[config.mk]
export PLATFORM = sky130hd
export DESIGN_NAME = lc3_alu_seq
export DESIGN_NICKNAME = d
export VERILOG_FILES = /design/src/rtl/lc3_alu_seq.sv
export SDC_FILE = /design/constraint.sdc
export NUM_CORES = 1
export LEC_CHECK = 0
export CORE_ASPECT_RATIO = 2
export CORE_MARGIN = 4
export CORE_UTILIZATION = 38
export CTS_CLUSTER_DIAMETER = 150
export DETAILED_ROUTE_END_ITERATION = 7
export GPL_TIMING_DRIVEN = 0
export PLACE_DENSITY_LB_ADDON = 0.3
export SETUP_SLACK_MARGIN = 0.5
export SLEW_MARGIN = 15
export SYNTH_ARGS = -nofsm -noshare
export SYNTH_HDL_FRONTEND = slang
export SYNTH_SLANG_ARGS = --single-unit
[constraint.sdc]
create_clock -name clk -period 7.58 [get_ports clk]
set_clock_uncertainty 0.2 [all_clocks]
set_input_delay 1.516 -clock clk [delete_from_list [all_inputs] [get_ports clk]]
set_output_delay 1.516 -clock clk [all_outputs]
set_load 0.02 [all_outputs]
[src/rtl/lc3_alu_seq.sv]
// Multi-cycle LC-3 ALU: single-cycle ADD/AND/NOT plus iterative shifts and shift-add MUL
// on the reserved 4'b1101 opcode, with valid/ready handshakes on both sides.
module lc3_alu_seq #(
    parameter int WIDTH  = 16,
    parameter bit MUL_EN = 1'b1
) (
    input  logic             clk,
    input  logic             rst,
    input  logic             in_valid,
    output logic             in_ready,
    input  logic [15:0]      instruction,
    input  logic [WIDTH-1:0] sr1,
    input  logic [WIDTH-1:0] sr2,
    output logic             out_valid,
    input  logic             out_ready,
    output logic [WIDTH-1:0] result,
    output logic [2:0]       cc_nzp,
    output logic             illegal
);

    localparam int CW = $clog2(WIDTH + 16);

    typedef enum logic [1:0] {IDLE, BUSY, DONE} state_t;
    typedef enum logic [1:0] {EXT_SHL = 2'b00, EXT_SHR = 2'b01, EXT_SAR = 2'b10, EXT_MUL = 2'b11} ext_t;

    state_t           state, state_next;
    ext_t             funct, busy_op;
    logic [3:0]       opcode, k;
    logic [WIDTH-1:0] op2, quick_result, acc, acc_step, mcand, mplier;
    logic             quick_illegal, multi;
    logic [CW-1:0]    cnt;
    logic             unused_bits;

    // Register-number fields are decoded upstream; only the ALU-relevant bits are consumed here.
    assign unused_bits = ^instruction[11:6];

    assign opcode = instruction[15:12];
    assign funct  = ext_t'(instruction[5:4]);
    assign k      = instruction[3:0];
    assign op2    = instruction[5] ? {{(WIDTH-5){instruction[4]}}, instruction[4:0]} : sr2;

    assign in_ready  = (state == IDLE);
    assign out_valid = (state == DONE);

    function automatic logic [2:0] nzp(input logic [WIDTH-1:0] v);
        return {v[WIDTH-1], v == '0, !v[WIDTH-1] && (v != '0)};
    endfunction

    // NOTE: every output of a combinational block gets a default first so no latch is inferred.
    always_comb begin
        quick_result  = ~sr1;
        quick_illegal = 1'b1;
        multi         = 1'b0;
        case (opcode)
            4'b0001: begin quick_result = sr1 + op2; quick_illegal = 1'b0; end
            4'b0101: begin quick_result = sr1 & op2; quick_illegal = 1'b0; end
            4'b1001: begin quick_result = ~sr1;      quick_illegal = 1'b0; end
            4'b1101: begin
                quick_illegal = 1'b0;
                quick_result  = sr1;
                if (funct == EXT_MUL) begin
                    if (MUL_EN) begin
                        multi = 1'b1;
                    end else begin
                        quick_result  = '0;
                        quick_illegal = 1'b1;
                    end
                end else begin
                    multi = (k != 4'd0);
                end
            end
            default: ;
        endcase
    end

    always_comb begin
        acc_step = acc;
        case (busy_op)
            EXT_SHL: acc_step = acc << 1;
            EXT_SHR: acc_step = acc >> 1;
            EXT_SAR: acc_step = {acc[WIDTH-1], acc[WIDTH-1:1]};
            EXT_MUL: acc_step = mplier[0] ? acc + mcand : acc;
            default: ;
        endcase
    end

    always_comb begin
        state_next = state;
        case (state)
            IDLE:    if (in_valid) state_next = multi ? BUSY : DONE;
            BUSY:    if (cnt == CW'(1)) state_next = DONE;
            DONE:    if (out_ready) state_next = IDLE;
            default: state_next = IDLE;
        endcase
    end

    // NOTE: sequential state uses non-blocking assignments so all registers update together.
    always_ff @(posedge clk or posedge rst) begin
        if (rst) state <= IDLE;
        else     state <= state_next;
    end

    always_ff @(posedge clk or posedge rst) begin
        if (rst) begin
            acc     <= '0;
            mcand   <= '0;
            mplier  <= '0;
            cnt     <= '0;
            busy_op <= EXT_SHL;
            result  <= '0;
            cc_nzp  <= 3'b000;
            illegal <= 1'b0;
        end else begin
            case (state)
                IDLE: if (in_valid) begin
                    if (multi) begin
                        busy_op <= funct;
                        acc     <= (funct == EXT_MUL) ? '0 : sr1;
                        mcand   <= sr1;
                        mplier  <= sr2;
                        cnt     <= (funct == EXT_MUL) ? CW'(WIDTH) : CW'(k);
                        illegal <= 1'b0;
                    end else begin
                        result  <= quick_result;
                        cc_nzp  <= nzp(quick_result);
                        illegal <= quick_illegal;
                    end
                end
                BUSY: begin
                    acc    <= acc_step;
                    mcand  <= mcand << 1;
                    mplier <= mplier >> 1;
                    cnt    <= cnt - CW'(1);
                    // The final iteration's value goes straight to the result register.
                    if (cnt == CW'(1)) begin
                        result <= acc_step;
                        cc_nzp <= nzp(acc_step);
                    end
                end
                default: ;
            endcase
        end
    end

endmodule
==> results of run 1 <==
==> worst max-delay path by stage <==
stage	from	to	slack, ns	cells past startpoint
2_1_floorplan	instruction[5]	cc_nzp[1]	2.92	13
3_3_place_gp	instruction[4]	cc_nzp[1]	2.05	14
3_5_place_dp	instruction[4]	cc_nzp[1]	2.04	14
4_1_cts	instruction[4]	cc_nzp[1]	2.37	14
5_1_grt	instruction[4]	cc_nzp[1]	2.06	14
6_report	instruction[4]	cc_nzp[1]	2.25	14
==> placed cells by master (no fill, tap or decap), types with 18 or more instances in the layout <==
master	Yosys	routed
nand2_1	126	126
clkbuf_1	33	33
a21oi_1	64	64
o21ai_0	69	69
nand3_1	25	25
nor2_1	94	94
clkdlybuf4s50_1	0	65
a31oi_1	46	46
dfrtp_1	76	76
inv_1	29	28
mux2i_1	18	18
ha_1	33	33
==> routing by layer <==
layer / wire, microns / vias to the layer above / GRT usage
li1: - / 3298 / -
met1: 8187 / 3384 / 0.2363
met2: 13470 / 280 / 0.4715
met3: 939 / 103 / 0.02629
met4: 1992 / 0 / 0.1953
met5: 0 / - / 0
==> power breakdown <==
part           switching [W]  total [W]  internal [W]  leakage (nW)
clock               0.000193   0.000460      0.000267         0.153
combinational       0.000906    0.00156      0.000650          2.20
sequential          0.000195   0.000780      0.000585         0.885
==> critical path, delay by kind of cell <==
kind	cells	cell delay (ns)
simple gates	3	0.51
buf+inv	2	0.82
fa+ha+maj	1	0.46
compound gates	8	2.14
==> sequential cells by signal (all words and copies together) (netlist names) <==
name / cells
cc_nzp: 2
result: 16
state: 2
mplier: 16
acc: 16
busy_op: 2
mcand: 16
cnt: 5
illegal: 1
==> per-stage QoR <==
step / instance area (sq um) / std cells
after global routing: 7806 / 1145
after detailed placement: 7497 / 1129
after floorplan: 6558 / 856
after CTS: 7806 / 1145
final: 7806 / 1145
after global placement: 7467 / 1128
==> final cells by class <==
type | instances | area, sq um | share of cell area
Tap cell | 207 | 259.0 | 0.03318
Clock inverter | 6 | 70.07 | 0.008976
Buffer | 58 | 270.3 | 0.03462
Timing Repair Buffer | 66 | 678.2 | 0.08687
Sequential cell | 76 | 1902 | 0.2436
Inverter | 29 | 111.4 | 0.01427
Multi-Input combinational cell | 693 | 4277 | 0.5478
Clock buffer | 10 | 239.0 | 0.03061
==> cells by family after synthesis <==
kind of cell | synth area share
AOI/OAI and AO/OA | 0.2908
and+or+nand+nor | 0.2303
buffers and inverters | 0.05781
DFF | 0.2900
adders and majority gates | 0.06907
xor gates and xnor gates | 0.01736
muxes | 0.04465
==> results.cfg, run 1 <==
[run_status]
outcome = completed

[worst_setup_path]
cp_slowest_stage_delay_ns = 0.52
cp_max_fo = 10
r2r-end = result[12]
worst_ep_required_time_ns = 7.68
crit_top_cell = o21ai_0
path_cells = clkdlybuf4s50_1 -> nand2_1 -> clkbuf_1 -> o21ai_0 -> ha_1 -> nand2_1 -> a21boi_1 -> o2111ai_1 -> a21oi_1 -> o21ai_0 -> a31oi_1 -> nand4_1 -> o21ai_0 -> o22a_1
r2r_cells = 11
r2r-start = mcand[0]
crit_path_top_delay_cell = a21boi_1
cp-end-kind = flop
ff2ff_setup_slack_ns = 3.68
crit_arrival_ns = 5.44
crit_type = input pin to flop
cp-start-kind = input pin

[cts]
cts_hold_buf = 0
clock_path_buffers = 2
cts_buffers = 9
insertion_delay_ns = 0.36
cts_setup_buffers = 0
cts_resized = 0
cts_tree = yes
cts_sinks = 76
path_clk_slew_ns = 0.07
cts_root_buf = clkbuf_16
htreeDepth = 3

[drt]
drt_iter0_drc = 524
post_drt_wl_per_cell_microns = 21.47
via_per_inst = 6.170
remaining_drc_errors = 0
drt-pass1-iter-count = 6
vias = 7065
ant_nets = 0
wl_mm = 24.59

[yosys]
synth_edf_count = 0
syn_inst = 856
ys_top_cells_by_area = dfrtp_1, nand2_1, ha_1, nor2_1, o21ai_0
yosysSeqAreaShare = 0.2900
yosysTopAreaCell = dfrtp_1
yosys_most_used_dff = dfrtp_1
syn_nets = 943
ys_ff_latch = 76
netlist_area_sq_um = 6558
syn_area_per_cell_sq_um = 7.661
yosys_warnings = 0
netlist_top_cells_count = nand2_1, nor2_1, dfrtp_1
async_reset_ff_frac = 1.000
yosysMostFrequentCell = nand2_1
synth_cell_types = 81
synth_top_area_frac = 0.2900

[cells_and_area]
utilization = 0.4633
final_nets = 1020
fillers = 1690
antennaDiodeCount = 0
final_layout_size_suffix_gt1_frac = 0.07036
syn_to_final_growth_pct = 19.04

[grt]
grt_pass1_vias = 7203
grt_pass1_wl_mm = 37.84
grt-ovfl-total = 0
grt_max_degree = 57
antenna_found_initial = 0
grt_usage = 0.2514

[timing]
fmax_mhz = 187.5
timing.slew.headroom = 0.4373
fin_tns_setup_ns = 0
fin_crit_ns = 5.334
setup_ws_ns = 2.246
slew_viol_final = 0
setup_viol = 0
rsz0062_at_grt = no
finalCritPeriodShare = 0.7037
holdWs_ns = 0.2780
timing.final.hold_violations = 0
tightest_slew_ns = 0.8440

[placement]
gp_congestion = 0.9582
dp_slack_ns = 2.041
io_buffers = 65
place_hpwl_mm = 19.68

[min_path]
hold_class = flop to flop
hold_depth = 2
min_to = result[10]
worstHoldStart = result[10]

[pwr]
power.leakage_nw = 3.238
power_density_nw_per_um2 = 358.2
peakVddDrop_uv = 134.4
total_power_w = 0.002796

[die]
fp.dieH_microns = 193.8
io_pins = 74
die_x_microns = 100.9
core-area_sq_um = 16850
rows = 67
start_util = 0.3892
die-area_sq_um = 19550

[run]
cap_violations = 0
(Power assumes the default switching activity.)
==> run 2, diff against run 1 <==
clock period = 5.6 ns   (was 7.58 ns; I/O delays follow)
==> results.cfg, run 2 (synthesis results as in run 1) <==
[cts]
cts_root_buf = clkbuf_16
cts_buffers = 9
insertion_delay_ns = 0.36
cts_sinks = 76
cts_tree = yes
htreeDepth = 3
clock_path_buffers = 2
path_clk_slew_ns = 0.07

[placement]
placed_cells = 1129
gp_congestion = 0.9582
place_hpwl_mm = 19.68
io_buffers = 65

[grt]
grt_pass1_wl_mm = 37.84
grt_pass1_vias = 7203
antenna_found_initial = 0
grt_max_degree = 57
grt-ovfl-total = 0
grt_usage = 0.2514

[timing]
slew_viol_final = 0
timing.slew.headroom = 0.4374
fin_tns_setup_ns = 0
timing.final.hold_violations = 0
fin_crit_ns = 4.758
rsz0062_at_grt = no
finalCritPeriodShare = 0.8496
tightest_slew_ns = 0.8439
fmax_mhz = 210.2
setup_viol = 0

[pwr]
comb_power_share = 0.557
power_switching_w = 0.001751
p_sw_frac = 0.4626
power.leakage_nw = 3.239
peakVddDrop_uv = 181.9
seqPwrFrac = 0.279
internal-power_w = 0.002034
pwr-share-clk = 0.164
power_density_nw_per_um2 = 484.6

[worst_setup_path]
cp_max_fo = 10
r2r-start = mcand[0]
r2r_cells = 11
cp-start-kind = input pin
crit_arrival_ns = 4.86
cp-startpoint = instruction[4]
cp-end-kind = flop
crit_type = input pin to flop
worst_ep_required_time_ns = 5.70

[die]
start_util = 0.3892
fp.dieH_microns = 193.8
die_x_microns = 100.9
io_pins = 74
core-area_sq_um = 16850
rows = 67
die-area_sq_um = 19550

[cells_and_area]
fin_cells = 1145
fillers = 1689
multi_input_area_sq_um = 4280
final_nets = 1020
antennaDiodeCount = 0
syn_to_final_growth_pct = 19.10
final_layout_size_suffix_gt1_frac = 0.07143
most-common-layout-cells = nand2_1, nor2_1, dfrtp_1
regArea_sq_um = 1902
final_common_cell = nand2_1

[run_status]
outcome = completed

[drt]
drt_iter0_drc = 525
vias = 7059
drt-pass1-iter-count = 5
remaining_drc_errors = 0
post_drt_wl_per_cell_microns = 21.42
ant_nets = 0
via_per_inst = 6.165
wl_mm = 24.52

[min_path]
hold_depth = 2
worstHoldStart = result[10]
hold_class = flop to flop

[run]
cap_violations = 0
## run 2: changes by cell type in the layout (fill, tap and decap cells not counted)
| cell | previous run | this run |
|---|---|---|
| a21boi_1 | 1 | 0 |
| a21boi_2 | 0 | 1 |
## run 2: final timing paths
check / end / slack (ns)
max reg2reg: result[12] / 1.70
max in group asynchronous: result[13] / 3.71
min reg2reg: result[10] / 0.28
min in group asynchronous: result[10] / 0.89
min: result[10] / 0.28
max: cc_nzp[1] / 0.84
## run 2: stage by stage
stage | setup WS [ns] | instance area (sq um) | power [W] | utilization | hold slack [ns]
floorplan | 1.337 | 6558 | 0.002468 | - | 0.2670
detailed placement | 0.4567 | 7497 | 0.003126 | 0.4449 | 0.2685
global route | 0.6454 | 7810 | 0.004030 | 0.4635 | 0.3070
CTS | 0.7837 | 7806 | 0.003756 | 0.4633 | 0.2875
finish | 0.8420 | 7810 | 0.003785 | 0.4635 | 0.2779
global placement | 0.4623 | 7467 | 0.003099 | 0.4432 | 0.2641
## run 2: final cells by class
cell class                 count  area share
buffer                        58     0.03460
sequential                    76      0.2435
clock buffer                  10     0.03060
multi-input combinational    693      0.5481
tap                          207     0.03316
clock inverter                 6    0.008971
timing repair buffer          66     0.08683
inverter                      29     0.01426
## run 2: power by group through the flow
stage	Sequential, W	Clock [W]	Combinational [W]
final	0.00106	0.000622	0.00211
after CTS	0.00105	0.000623	0.00208
after global routing	0.00108	0.000643	0.00230
after floorplan	0.00102	0	0.00144
after detailed placement	0.00106	0	0.00207
after global placement	0.00105	0	0.00204
## run 2: repair_timing
action                                  in CTS  in global routing
hold buffers                                 0                  0
buffers inserted                             0                  0
endpoints found under the hold margin        0                  0
endpoints found under the setup margin       0                  1
resized for setup                            0                  1
## run 2: per-layer routing
metal  vias to the layer above  track usage  share of wire
li1                       3296            -              -
met1                      3378       0.2363           0.33
met2                       285       0.4715           0.55
met3                       100      0.02629          0.040
met4                         0       0.1953          0.081
met5                         -            0              0
## run 2: worst max-delay path: stages
cell,delay [ns]
clkdlybuf4s50_1,0.51
nand2_1,0.24
clkbuf_1,0.31
o21ai_0,0.29
ha_1,0.46
a21oi_1,0.12
a21boi_2,0.34
o2111ai_1,0.23
a21oi_1,0.25
o21ai_0,0.10
a31oi_1,0.32
nand4_1,0.18
o21ai_0,0.23
o22a_1,0.15
